File: config.mk
export PLATFORM = sky130hd
export DESIGN_NAME = lupa_pixel_packer
export DESIGN_NICKNAME = d
export VERILOG_FILES = /design/src/rtl/lupa_pixel_packer.sv
export SDC_FILE = /design/constraint.sdc
export NUM_CORES = 1
export LEC_CHECK = 0
export CAP_MARGIN = 20
export CELL_PAD_IN_SITES_DETAIL_PLACEMENT = 0
export CELL_PAD_IN_SITES_GLOBAL_PLACEMENT = 1
export CORE_MARGIN = 2
export CORE_UTILIZATION = 45
export DETAILED_ROUTE_END_ITERATION = 7
export HOLD_SLACK_MARGIN = 0.15
export PLACE_DENSITY = 0.84
export SYNTH_ARGS = -nofsm -noshare
export SYNTH_HDL_FRONTEND = slang
export SYNTH_SLANG_ARGS = --single-unit
File: constraint.sdc
create_clock -name iCLOCK_80 -period 5.3 [get_ports iCLOCK_80]
set_input_delay 0.795 -clock iCLOCK_80 [delete_from_list [all_inputs] [get_ports iCLOCK_80]]
set_output_delay 0.795 -clock iCLOCK_80 [all_outputs]
set_load 0.1 [all_outputs]
File: src/rtl/lupa_pixel_packer.sv
// rtl/lupa_pixel_packer.sv - LUPA300 capture: 10->8 bit truncation, 4:1 packing, frame header, geometry checks
`timescale 1ns/1ps
module lupa_pixel_packer #(
  parameter int COLS  = 640,
  parameter int ROWS  = 480,
  parameter int PIX_W = 10
) (
  input  logic             iCLOCK_80,
  input  logic             iRESET,
  input  logic             Frame_Valid,
  input  logic             Line_Valid,
  input  logic [PIX_W-1:0] Pix_Data,
  input  logic             enable,
  input  logic             clr_flags,
  input  logic             wr_full,
  output logic             wr_en,
  output logic [31:0]      wr_data,
  output logic [15:0]      frame_cnt,
  output logic             line_err,
  output logic             frame_err,
  output logic             overflow,
  output logic             busy
);

  localparam logic [1:0] S_IDLE   = 2'd0;
  localparam logic [1:0] S_ACTIVE = 2'd1;
  localparam logic [1:0] S_DROP   = 2'd2;

  localparam logic [10:0] COLS_L = 11'(COLS);
  localparam logic [9:0]  ROWS_L = 10'(ROWS);

  logic             d_fval, d_lval, d_fval_q, d_lval_q;
  logic [PIX_W-1:0] d_pix;
  logic             fval_armed;
  logic [1:0]       state, state_n;
  logic [10:0]      col, col_n, col_inc;
  logic [9:0]       row, row_n, row_inc, row_after;
  logic [23:0]      pack, pack_n;
  logic [1:0]       pcnt, pcnt_n;
  logic [15:0]      cnt_n;
  logic             we_n;
  logic [31:0]      wd_n;
  logic             set_le, set_fe, set_ov;
  logic             pix_valid, fval_rise, fval_fall, lval_fall;
  logic [7:0]       pix_byte;
  logic             d_pix_unused_lsbs;

  // A frame already in progress when reset releases must not look like a new rising edge.
  assign fval_rise = d_fval & ~d_fval_q & fval_armed;
  assign fval_fall = ~d_fval & d_fval_q;
  assign lval_fall = ~d_lval & d_lval_q;
  assign pix_valid = d_fval & d_lval;
  assign pix_byte  = d_pix[PIX_W-1 -: 8];
  assign d_pix_unused_lsbs = ^d_pix[PIX_W-9:0];
  assign col_inc   = (col == 11'h7FF) ? col : col + 11'd1;
  assign row_inc   = (row == 10'h3FF) ? row : row + 10'd1;
  assign row_after = lval_fall ? row_inc : row;
  assign busy      = (state != S_IDLE);

  always_comb begin
    state_n = state;
    col_n   = col;
    row_n   = row;
    pack_n  = pack;
    pcnt_n  = pcnt;
    cnt_n   = frame_cnt;
    we_n    = 1'b0;
    wd_n    = wr_data;
    set_le  = 1'b0;
    set_fe  = 1'b0;
    set_ov  = 1'b0;
    case (state)
      S_IDLE: begin
        if (fval_rise && enable) begin
          cnt_n  = frame_cnt + 16'd1;
          col_n  = '0;
          row_n  = '0;
          pack_n = '0;
          pcnt_n = '0;
          if (wr_full) begin
            set_ov  = 1'b1;
            state_n = S_DROP;
          end else begin
            we_n    = 1'b1;
            wd_n    = {16'hA5A5, frame_cnt + 16'd1};
            state_n = S_ACTIVE;
            if (pix_valid) begin
              pack_n[7:0] = pix_byte;
              pcnt_n      = 2'd1;
              col_n       = 11'd1;
            end
          end
        end
      end
      S_ACTIVE: begin
        if (pix_valid) begin
          col_n = col_inc;
          if (pcnt == 2'd3) begin
            pack_n = '0;
            pcnt_n = '0;
            if (wr_full) begin
              set_ov  = 1'b1;
              state_n = S_DROP;
            end else begin
              we_n = 1'b1;
              wd_n = {pix_byte, pack};
            end
          end else begin
            pack_n[{pcnt, 3'b000} +: 8] = pix_byte;
            pcnt_n = pcnt + 2'd1;
          end
        end
        // Line end can coincide with frame end; flush and line check come first.
        if (lval_fall) begin
          pack_n = '0;
          pcnt_n = '0;
          col_n  = '0;
          row_n  = row_inc;
          set_le = (col != COLS_L);
          if (pcnt != 2'd0) begin
            if (wr_full) begin
              set_ov  = 1'b1;
              state_n = S_DROP;
            end else begin
              we_n = 1'b1;
              wd_n = {8'h00, pack};
            end
          end
        end
        if (fval_fall) begin
          set_fe  = ~set_ov & (row_after != ROWS_L);
          state_n = S_IDLE;
        end
      end
      S_DROP: begin
        if (fval_fall) state_n = S_IDLE;
      end
      default: state_n = S_IDLE;
    endcase
  end

  always_ff @(posedge iCLOCK_80) begin
    if (iRESET) begin
      d_fval     <= 1'b0;
      d_lval     <= 1'b0;
      d_fval_q   <= 1'b0;
      d_lval_q   <= 1'b0;
      d_pix      <= '0;
      fval_armed <= 1'b0;
      state      <= S_IDLE;
      col        <= '0;
      row        <= '0;
      pack       <= '0;
      pcnt       <= '0;
      frame_cnt  <= '0;
      wr_en      <= 1'b0;
      wr_data    <= '0;
      line_err   <= 1'b0;
      frame_err  <= 1'b0;
      overflow   <= 1'b0;
    end else begin
      d_fval     <= Frame_Valid;
      d_lval     <= Line_Valid;
      d_pix      <= Pix_Data;
      d_fval_q   <= d_fval;
      d_lval_q   <= d_lval;
      fval_armed <= fval_armed | ~Frame_Valid;
      state      <= state_n;
      col        <= col_n;
      row        <= row_n;
      pack       <= pack_n;
      pcnt       <= pcnt_n;
      frame_cnt  <= cnt_n;
      wr_en      <= we_n;
      wr_data    <= wd_n;
      line_err   <= set_le | (line_err & ~clr_flags);
      frame_err  <= set_fe | (frame_err & ~clr_flags);
      overflow   <= set_ov | (overflow & ~clr_flags);
    end
  end

endmodule

# After elaboration in Yosys (flattened, before gate mapping)
# Cells that the tools add are included.
# classes
muxes	67
add_sub_neg	5
n_reduce_logical	11
bitwise	19
eq_ne	12
shift	2
# ops
cell	count
2-to-1 mux 32 bit	8
2-to-1 mux 24 bit	4
case mux 32 bit (2 select lines)	1
case mux 24 bit (2 select lines)	1
2-to-1 mux 11 bit	4
2-to-1 mux 10 bit	3
2-to-1 mux 2 bit	14
bitwise mux 24 bit	1
variable shift 8 x 7 -> 24 bit, first input constant	1
variable part select 8 x 7 -> 24 bit	1
2-to-1 mux 1 bit	23
case mux 11 bit (2 select lines)	1
case mux 10 bit (2 select lines)	1
adder 16 x 1 -> 16 bit, second input constant	1
2-to-1 mux 8 bit	2
adder 11 x 1 -> 11 bit, second input constant	1
== test 11 bit, second input constant	1
!= test 11 x 10 -> 1 bit, second input constant	1
adder 10 x 1 -> 10 bit, second input constant	1
== test 10 bit, second input constant	1
!= test 10 x 9 -> 1 bit, second input constant	1
AND 1 bit	9
negator 5 -> 7 bit	1
!= test 2 bit, second input constant	3
other kinds (15)	31
# totals
elab_cells	133
regBits	116

# Logic depth before layout (Yosys ltp)
# logic_depth
ltp_word	12
ltp_mapped	9

# Least setup slack after synthesis
# Ideal clock, no wire load.
# synth_path
path_type	register -> register
startpoint	reg frame_cnt[2]
endpoint	reg frame_cnt[15]
required_time_ps	5239
path_buffers	1
setup_slack_ps	2922
synth_period_minus_slack_ps	2378
arrival_ps	2316
stages_incl_launch_ff	7
cell_sequence	dfxtp_1 -> and4_1 -> clkbuf_1 -> and4_1 -> nand4_1 -> or3_1 -> nand2_1
# synth_via
elab_chain_len	1
# synth_rtl
element	line_no	rtl
from (decl)	18	output logic [15:0] frame_cnt,
from (signal assigned)	173	frame_cnt <= cnt_n;
adder 16 x 1 -> 16 bit	75	cnt_n = frame_cnt + 16'd1;
# No other way between the ends.
# A chain may end at the register's enable or synchronous reset.

# Worst setup path after layout
# layout_path
startpoint	reg state[1]
endpoint	out busy
# layout_via
elab_chain_len	1
# layout_rtl
element	line_no	rtl
from (decl)	35	logic [1:0] state, state_n;
from (signal assigned)	168	state <= state_n;
nonzero test 2 bit	58	assign busy = (state != S_IDLE);
to (decl)	22	output logic busy
# No other way between the ends.

==> impl_metrics.env <==
export IMPL_crit_path_end_kind="primary output"
export IMPL_cts_htree_levels=4
export IMPL_core_rowCount=39
export IMPL_cts_clk_slew_worst_paths_ps=50
export IMPL_initial_core_util_pct=45.9
export IMPL_final_antenna_net_count=0
export IMPL_fin_crit_sh_pct=58.7
export IMPL_synth_area_top_cells="dfxtp_1, a21oi_1, nand2_1, nor2_1, a22o_1"
export IMPL_syn_area_sq_um=5200
export IMPL_crit_family="buffers and inverters"
export IMPL_post_cts_buffers=0
export IMPL_synth_distinct_cells=58
export IMPL_syn_to_final_growth_pct=26.6
export IMPL_path_class="register to primary output"
export IMPL_synth_compound_area_share_pct=19.4
export IMPL_synthCells=598
export IMPL_n_antenna_cell=0
export IMPL_cp_data_required_time_ps=4510
export IMPL_cp_arrival_ps=2320
export IMPL_grt_max_degree=93
export IMPL_finalSetupTns_ps=0
export IMPL_first_pass_iters=5
export IMPL_synth_edff_count=0
export IMPL_hold_slack_ps=456
export IMPL_cts_resized_gates=0
export IMPL_dieArea_sq_um=12400
export IMPL_p_leak_uw=0.00230
export IMPL_syn_num_nets=623
export IMPL_multiInputGateArea_sq_um=2710
export IMPL_slew_violations=0
export IMPL_drive_above_1_share_pct=8.01
export IMPL_num_io_pins=70
export IMPL_grt_overflow_total=0
export IMPL_power_per_cell_area_nw_per_um2=337
export IMPL_maxCapViolations=0
export IMPL_finalSetupViolCount=0
export IMPL_r2r_slack_ps=2590
export IMPL_finalPower_uw=2220
export IMPL_antenna_found_initial=0
export IMPL_hold_class="register to register"
export IMPL_drt_wl_total_um=13700
export IMPL_synthAdderAreaFrac_pct=1.93
export IMPL_cts_sinks=114
export IMPL_register_area_sq_um=2280
export IMPL_crit_chain="nor2_1 -> inv_1 -> clkdlybuf4s50_1"
export IMPL_status="finished, final reports clean"
export IMPL_postCtsHoldBufs=0
export IMPL_slowest_delay_ps=1120
export IMPL_yosysTopAreaCell="dfxtp_1"
export IMPL_ys_seq_area_share_pct=43.9
export IMPL_cp_slowest_cell="clkdlybuf4s50_1"
export IMPL_fp_coreArea_sq_um=11300
export IMPL_yosys_area_top_type_share_pct=43.9
export IMPL_clock_path_buffers=2
export IMPL_grt_pass1_wl_um=22500
export IMPL_synth_top_family_by_area="simple AND/OR/NAND/NOR gates"
export IMPL_synthMuxAreaShare_pct=2.31
export IMPL_worst_pin_slew_ps=988
export IMPL_synth_xor_xnor_area_share_pct=3.71
export IMPL_post_drt_via_cell_ratio=5.74
export IMPL_postSynth_asyncResetShare_pct=0
export IMPL_hold_viol_final=0
export IMPL_irDropWorstVdd_v=0.000287
export IMPL_die_w_um=111
export IMPL_ys_ff_latch=114
export IMPL_root_buffer="clkbuf_16"
export IMPL_io_buffers=67
export IMPL_wl_per_cell_um=17.0
export IMPL_yosysMostFrequentCell="dfxtp_1"
export IMPL_drt_iter0_markers=241
export IMPL_vias=4624
export IMPL_crit_fanout=13
export IMPL_yosys_area_share_simple_pct=24.7
export IMPL_gp_congestion=0.856
export IMPL_fmax_mhz=321
export IMPL_fin_crit_ps=3110
export IMPL_ys_warn_count=0
export IMPL_path_buf_inv=2
export IMPL_avgSynthCellArea_sq_um=8.69
export IMPL_numCtsBuffers=17
export IMPL_max_slew_margin_pct=33.9
export IMPL_clock_latency_ps=410
export IMPL_grt_util_all_layers_pct=22.5
export IMPL_worst_setup_path_start_kind="register"
export IMPL_cts_tree="done"
export IMPL_fin_util_pct=58.1
export IMPL_num_fill_cells=1014
export IMPL_drc=0
export IMPL_synth_ff_type="dfxtp_1"
export IMPL_rsz0062_at_grt="no"
export IMPL_die_y_um=111
export IMPL_finClkSkew_ps=8.27
export IMPL_dpl_hpwl_um=9280
export IMPL_grt_pass1_vias=4422
export IMPL_synth_top_cells_by_count="dfxtp_1, a21oi_1, nand2_1"
export IMPL_finalNetCount=675
[cell families (layout without fill, tap and decap cells)]
group | Yosys count | after routing
simple gates | 235 | 235
xor+xnor | 22 | 22
fa+ha+maj | 8 | 8
compound gates | 155 | 155
flops | 114 | 114
buf+inv | 52 | 116
mux | 12 | 12
[cells in the final DEF (no fill, tap or decap), types with 4 or more instances in the layout]
master           instances
a211oi_1                 5
a21o_1                   4
a21oi_1                 50
a221oi_1                 5
a22o_1                  16
a22oi_1                  9
a31oi_1                 12
a32oi_1                  4
and2_1                   4
and3_1                   7
and4_1                   7
buf_4                    5
bufinv_16                5
clkbuf_16               17
clkdlybuf4s50_1         66
dfxtp_1                114
ha_1                     8
inv_1                   13
mux2i_1                 12
nand2_1                 48
nand2b_1                 8
nand3_1                 23
nand4_1                 13
nor2_1                  46
nor2b_1                 17
nor3_1                  13
nor4_1                   9
o21a_1                   6
o21ai_0                 22
o22ai_1                  4
o31ai_1                  4
or3_1                   15
or3b_2                   6
xnor2_1                 11
xor2_1                  11
[final timing paths]
path             end  cells past startpoint      from
min reg2reg  pack[7]                      2   pack[7]
min          pack[7]                      2   pack[7]
max reg2reg  pack[2]                      5  state[1]
max             busy                      3  state[1]
[flip-flops by register name (all words and copies together), names as in the netlist]
signal	flops
wr_data	32
pack	24
frame_cnt	16
col	11
row	10
d_pix	8
pcnt	2
state	2
d_fval	1
d_fval_q	1
d_lval	1
d_lval_q	1
frame_err	1
fval_armed	1
line_err	1
overflow	1
wr_en	1
[worst reg2reg max path: cells and delay by family (launching register included)]
family          cells  cell delay (ps)
flops               1              570
simple gates        4             1910
compound gates      1              150
[metrics by stage]
stage | area, sq um | cells | worst slack [ps]
finish | 6580 | 805 | 2190
global route | 6580 | 805 | 2100
CTS | 6580 | 805 | 2170
detailed placement | 5920 | 774 | 2060
global placement | 5920 | 774 | 2100
floorplan | 5200 | 598 | 2920
[layer usage]
layer,global-route usage (%),share of wire [%]
met1,29.0,45
met2,37.4,49
met3,4.63,4.3
met4,8.23,1.7
met5,0,0
[where the power goes]
| part | leakage, uW | switching (uW) | internal, uW |
|---|---|---|---|
| registers | 0.000922 | 10.7 | 865 |
| clock network | 0.000312 | 411 | 857 |
| logic | 0.00107 | 50.3 | 23.7 |
[layout make-up]
class / count / area share, %
flip-flops and latches: 114 / 34.7
multi-input cells: 432 / 41.2
inverters: 13 / 0.742
repair buffers: 72 / 10.7
clock inverters: 12 / 3.10
well taps: 143 / 2.72
clock buffers: 19 / 6.89
No activity file was read; power rests on OpenSTA's default activity.
==> variant 1 (config.mk and constraints unchanged) <==
Take the reset off `d_pix` and `wr_data` and load them in a clocked block of their own.
--- a/src/rtl/lupa_pixel_packer.sv
+++ b/src/rtl/lupa_pixel_packer.sv
@@ -146,5 +146,4 @@
       d_fval_q   <= 1'b0;
       d_lval_q   <= 1'b0;
-      d_pix      <= '0;
       fval_armed <= 1'b0;
       state      <= S_IDLE;
@@ -155,5 +154,4 @@
       frame_cnt  <= '0;
       wr_en      <= 1'b0;
-      wr_data    <= '0;
       line_err   <= 1'b0;
       frame_err  <= 1'b0;
@@ -162,5 +160,4 @@
       d_fval     <= Frame_Valid;
       d_lval     <= Line_Valid;
-      d_pix      <= Pix_Data;
       d_fval_q   <= d_fval;
       d_lval_q   <= d_lval;
@@ -173,5 +170,4 @@
       frame_cnt  <= cnt_n;
       wr_en      <= we_n;
-      wr_data    <= wd_n;
       line_err   <= set_le | (line_err & ~clr_flags);
       frame_err  <= set_fe | (frame_err & ~clr_flags);
@@ -180,4 +176,9 @@
   end
 
+  always_ff @(posedge iCLOCK_80) begin
+    d_pix   <= Pix_Data;
+    wr_data <= wd_n;
+  end
+
 endmodule
 
Behaviour: differs if iRESET is asserted again (counterexample within 4 cycles, from zero or initial values and one cycle with iRESET high); with iRESET held inactive, the same outputs for 4 cycles.
==> variant 1 against the original RTL <==
Combinational power rose by 8.8%; sequential cell count stayed put; via count up 1.8%; design area is 4.5% higher; clock skew is 2.1 ps lower; synthesized area is 6.7% higher; setup slack worse by 25 ps; wire length fell by 1.7%; power is 2.5% lower; largest cell class unchanged.
==> variant 1: results (changes against the original RTL) <==
Run status
  • Status: finished clean

Clock network
  • Post_cts resized: 0 (unchanged)
  • Post-CTS Setup Bufs: 0 (unchanged)
  • Root buf cell: clkbuf_16
  • Reg clk slew, reported paths: 50 ps (about the same)
  • Clk_lat worst skew: 420 ps
  • Max Root-Sink Buffers: 2 (unchanged)
  • H-tree lvl count: 4 (unchanged)
  • CTS Buf Count: 17 (unchanged)

Cells and area
  • # fillers: 1,105 (+9.0%)
  • Final Non-Filler Cells: 832 (+3.4%)
  • Nets: 697 (+3.3%)
  • Largest regs: wr_data x32, pack x24, frame_cnt x16
  • N_diodes: 0 (unchanged)
  • Layout cells sized above 1: 8.18% (+0.17 points)

Place
  • Placed Cells: 800 (+3.4%)
  • Pre-CTS WS: 2200 ps (+139 ps)
  • Gpl congestion: 0.833 (-2.7%)
  • Dpl hpwl: 9180 microns (-1.1%)
  • Port Buffers: 67 (unchanged)

Drt
  • DRT Pass-1 Iters: 4 (-1)
  • Vias per inst: 5.66 (-1.6%)
  • Total Wirelength: 13,500 microns (-1.7%)
  • 1st-iter DRT viols: 333 (+38%)

Global route
  • Initial antenna violation count: 0 (unchanged)
  • Vias in the first global route: 4,410 (-0.27%)
  • Pin count of the biggest net entering global routing: 49 (-47%)
  • All-layer global routing usage: 21.4% (-1.1 points)
  • First-pass GRT wire length: 22,000 microns (-2.4%)

Pwr
  • Leakage: 2.39 nW (+4.0%)
  • Worst vdd ir: 0.213 mV (-26%)

Synth
  • Post-synth ARST share: 0% (unchanged)
  • Post-synth EDFFs: 32 (+32)
  • Sequential-to-total area share from yosys stat: 47.0% (+3.0 points)
  • Distinct cell type count after synthesis: 69 (+19%)
  • Largest cells by area after synthesis: dfxtp_1 30%, edfxtp_1 17%, nand2_1 6.1%
  • Most instantiated cells after synthesis: 90 x nand2_1, 82 x dfxtp_1, 54 x nor2_1
  • Mean Syn Cell Area: 8.97 sq um (+3.2%)
  • Yosys warning total: 0 (unchanged)
  • Synthesized Nets: 643 (+3.2%)
  • Main synth FF type: dfxtp_1

STA
  • Final setup violation count: 0 (unchanged)
  • Clock Skew: 6.18 ps (-2.09 ps)
  • Slew headroom: 31.8% (-2.1 points)
  • TNS Setup: 0 ps (unchanged)

Critical path
  • CP peak stage delay: 1140 ps (+20 ps)
  • Kind of cell adding the most delay to the critical path: buffers and inverters
  • Slowest stage cell, crit path: clkdlybuf4s50_1
  • Max FO, Critical Path: 11 (-2)

Worst hold path
  • HP Class: reg2reg
-- variant 1: metal layers --
layer	routed length [microns]	track usage, %	up-vias	part of all wire, %
met1	6010	26.6	2249	45
li1	-	-	2340	-
met2	6650	35.5	101	49
met3	620	5.90	15	4.6
met4	193	7.95	0	1.4
met5	0	0	-	0
-- variant 1: per-stage QoR --
stage | instance area (sq um) | power (mW) | hold WS (ps)
detailed placement | 6260 | 1.01 | 447
CTS | 6870 | 2.18 | 454
global route | 6870 | 2.23 | 474
floorplan | 5540 | 0.982 | 431
global placement | 6260 | 1.01 | 439
finish | 6870 | 2.16 | 452
-- variant 1: report_power, final --
| part | total, mW | internal, mW | switching [mW] | leakage, nW |
|---|---|---|---|---|
| sequential | 0.914 | 0.903 | 0.0107 | 0.944 |
| clock | 1.17 | 0.785 | 0.385 | 0.300 |
| combinational | 0.0806 | 0.0245 | 0.0561 | 1.15 |
| total | 2.16 | 1.71 | 0.451 | 2.39 |
-- variant 1: kinds of logic after synthesis --
kind of cell,synth area share [%]
xor+xnor,3.79
simple gates,25.1
buf+inv,3.75
mux,2.96
fa+ha+maj,1.81
flops,47.0
compound gates,15.6
-- variant 1: final timing paths --
path | startpoint | end | slack [ps] | cells after the start
hold reg to reg | pack[6]$_SDFFE_PP0P_ | pack[6]$_SDFFE_PP0P_ | 450 | 2
hold / removal | pack[6]$_SDFFE_PP0P_ | pack[6]$_SDFFE_PP0P_ | 450 | 2
setup / recovery | state[0]$_SDFFE_PP0P_ | busy | 2160 | 2
setup reg to reg | state[0]$_SDFFE_PP0P_ | pack[14]$_SDFFE_PP0P_ | 2570 | 5
-- variant 1: area by class of cell --
class,count,area share [%]
multi-input cells,458,39.8
flip-flops and latches,114,37.9
repair buffers,71,10.1
clock buffers,22,7.07
well taps,147,2.68
clock inverters,10,1.88
inverters,10,0.546
==> variant 2 (config.mk and constraints unchanged) <==
Made on the original files. Change the parameter `PIX_W` from 10 to 9.
--- a/src/rtl/lupa_pixel_packer.sv
+++ b/src/rtl/lupa_pixel_packer.sv
@@ -4,5 +4,5 @@
   parameter int COLS  = 640,
   parameter int ROWS  = 480,
-  parameter int PIX_W = 10
+  parameter int PIX_W = 9
 ) (
   input  logic             iCLOCK_80,
Interface: changed (resized Pix_Data); port bits go from 70 to 69. No check against the original RTL was run, so the function may have changed too.
==> variant 2 against the original RTL <==
Design area is 0.29% higher; sequential cell count is the same; utilization is 0.58 points lower; wire length increased by 2.5%; synthesized area grew 2.3%; power down 9.1%; setup slack better by 2.3 ps; sequential share of layout area shrank 0.099 points.
==> variant 2: results (changes against the original RTL) <==
Pwr
  • Worst vdd ir: 0.274 mV (-4.6%)
  • Leakage: 2.26 nW (-1.6%)

Critical path
  • R2R depth: 7 (+2)
  • Worst R2R End: wr_data[9]$_SDFFE_PP0P_
  • CP Class: reg2reg
  • FF-to-FF setup slack: 2190 ps (-400 ps)
  • Kind of cell adding the most delay to the critical path: compound AO/OA/AOI/OAI gates
  • Slowest stage cell, crit path: a211oi_2
  • CP peak stage delay: 750 ps (-370 ps)
  • Reg-to-Reg Start: pcnt[0]$_SDFFE_PP0P_

Place
  • Gpl congestion: 0.860 (+0.37%)
  • Dpl hpwl: 9590 microns (+3.3%)
  • Pre-CTS WS: 1920 ps (-143 ps)

Drt
  • Drt wl/cell: 17.2 microns (+0.85%)
  • 1st-iter DRT viols: 383 (+59%)
  • Vias per inst: 5.85 (+1.8%)

Synth
  • Largest cells by area after synthesis: dfxtp_1 43%, a21oi_1 4.5%, nor2_1 4.4%
  • Post-synthesis mux area share: 4.26% (+1.9 points)
  • Sequential-to-total area share from yosys stat: 42.9% (-0.99 points)
  • Most instantiated cells after synthesis: 114 x dfxtp_1, 62 x nor2_1, 51 x nand2_1
  • Distinct cell type count after synthesis: 72 (+24%)
  • Compound-cell area share of the yosys netlist: 19.9% (+0.48 points)
  • Synth Area in Adders: 1.88% (-0.044 points)

STA
  • Slew @ Worst Pin: 1080 ps (+88.2 ps)
  • Max Fclk: 0.321 GHz (about the same)
  • Clock Skew: 9.23 ps (+0.958 ps)

Global route
  • All-layer global routing usage: 22.9% (+0.42 points)
  • Vias in the first global route: 4,463 (+0.93%)
  • First-pass GRT wire length: 23,200 microns (+3.1%)
  • Pin count of the biggest net entering global routing: 72 (-23%)

Run status
  • Status: finished clean

Cells and area
  • # fillers: 1,051 (+3.6%)
==> variant 2: cell types whose count changed after synthesis, sizes merged, moves of 6 or more <==
cell | before | now
a22o | 16 | 1
a22oi | 9 | 20
a31oi | 13 | 4
a32oi | 4 | 11
buf | 8 | 14
clkbuf | 31 | 21
nor2 | 47 | 62
nor3 | 14 | 30
nor4 | 12 | 5
o21ai | 24 | 18
or3 | 15 | 7
or3b | 8 | 1
==> variant 2: stage by stage <==
stage	cell area, sq um	hold slack, ps	instances
6_report	6600	461	818
5_1_grt	6600	474	818
4_1_cts	6600	463	818
3_5_place_dp	6030	454	787
3_3_place_gp	6030	444	787
2_1_floorplan	5320	428	608
==> variant 2: kinds of logic after synthesis <==
| logic type | count (synthesis) |
|---|---|
| AO/OA/AOI/OAI | 150 |
| XOR/XNOR | 25 |
| adder cells (fa/ha/maj) | 8 |
| buffers and inverters | 53 |
| flip-flops | 114 |
| multiplexers | 22 |
| AND/OR/NAND/NOR | 236 |
==> variant 2: worst min-delay path by stage <==
| stage | start | end |
|---|---|---|
| after CTS | pack[1]$_SDFFE_PP0P_ | pack[1]$_SDFFE_PP0P_ |
| after global routing | pack[1]$_SDFFE_PP0P_ | pack[1]$_SDFFE_PP0P_ |
| after global placement | pack[4]$_SDFFE_PP0P_ | pack[4]$_SDFFE_PP0P_ |
| final | pack[1]$_SDFFE_PP0P_ | pack[1]$_SDFFE_PP0P_ |
| after detailed placement | pack[1]$_SDFFE_PP0P_ | pack[1]$_SDFFE_PP0P_ |
| after floorplan | pack[0]$_SDFFE_PP0P_ | pack[0]$_SDFFE_PP0P_ |
==> variant 2: worst min-delay path, delay by kind of cell, from the launching register on <==
| kind | cells | cell delay [ps] |
|---|---|---|
| flops | 1 | 310 |
| simple gates | 1 | 50 |
| compound gates | 1 | 50 |
==> variant 2: cell type report <==
class | count | share of cell area (%)
multi-input cells | 441 | 42.5
flip-flops and latches | 114 | 34.6
repair buffers | 72 | 10.7
clock buffers | 19 | 6.87
well taps | 143 | 2.71
clock inverters | 12 | 1.67
inverters | 17 | 0.968
==> variant 2: power by group through the flow <==
stage | Sequential (mW) | Clock, mW | Combinational [mW]
2_1_floorplan | 0.899 | 0 | 0.0375
3_3_place_gp | 0.892 | 0 | 0.0710
3_5_place_dp | 0.892 | 0 | 0.0723
4_1_cts | 0.874 | 1.09 | 0.0723
5_1_grt | 0.875 | 1.14 | 0.0776
6_report | 0.874 | 1.07 | 0.0723
==> variant 2: routing by layer <==
layer	vias up	routed length, microns	global-route usage (%)
li1	2347	-	-
met5	-	0	0
met4	0	65	4.80
met1	2286	6470	30.0
met3	6	754	7.77
met2	146	6750	36.9
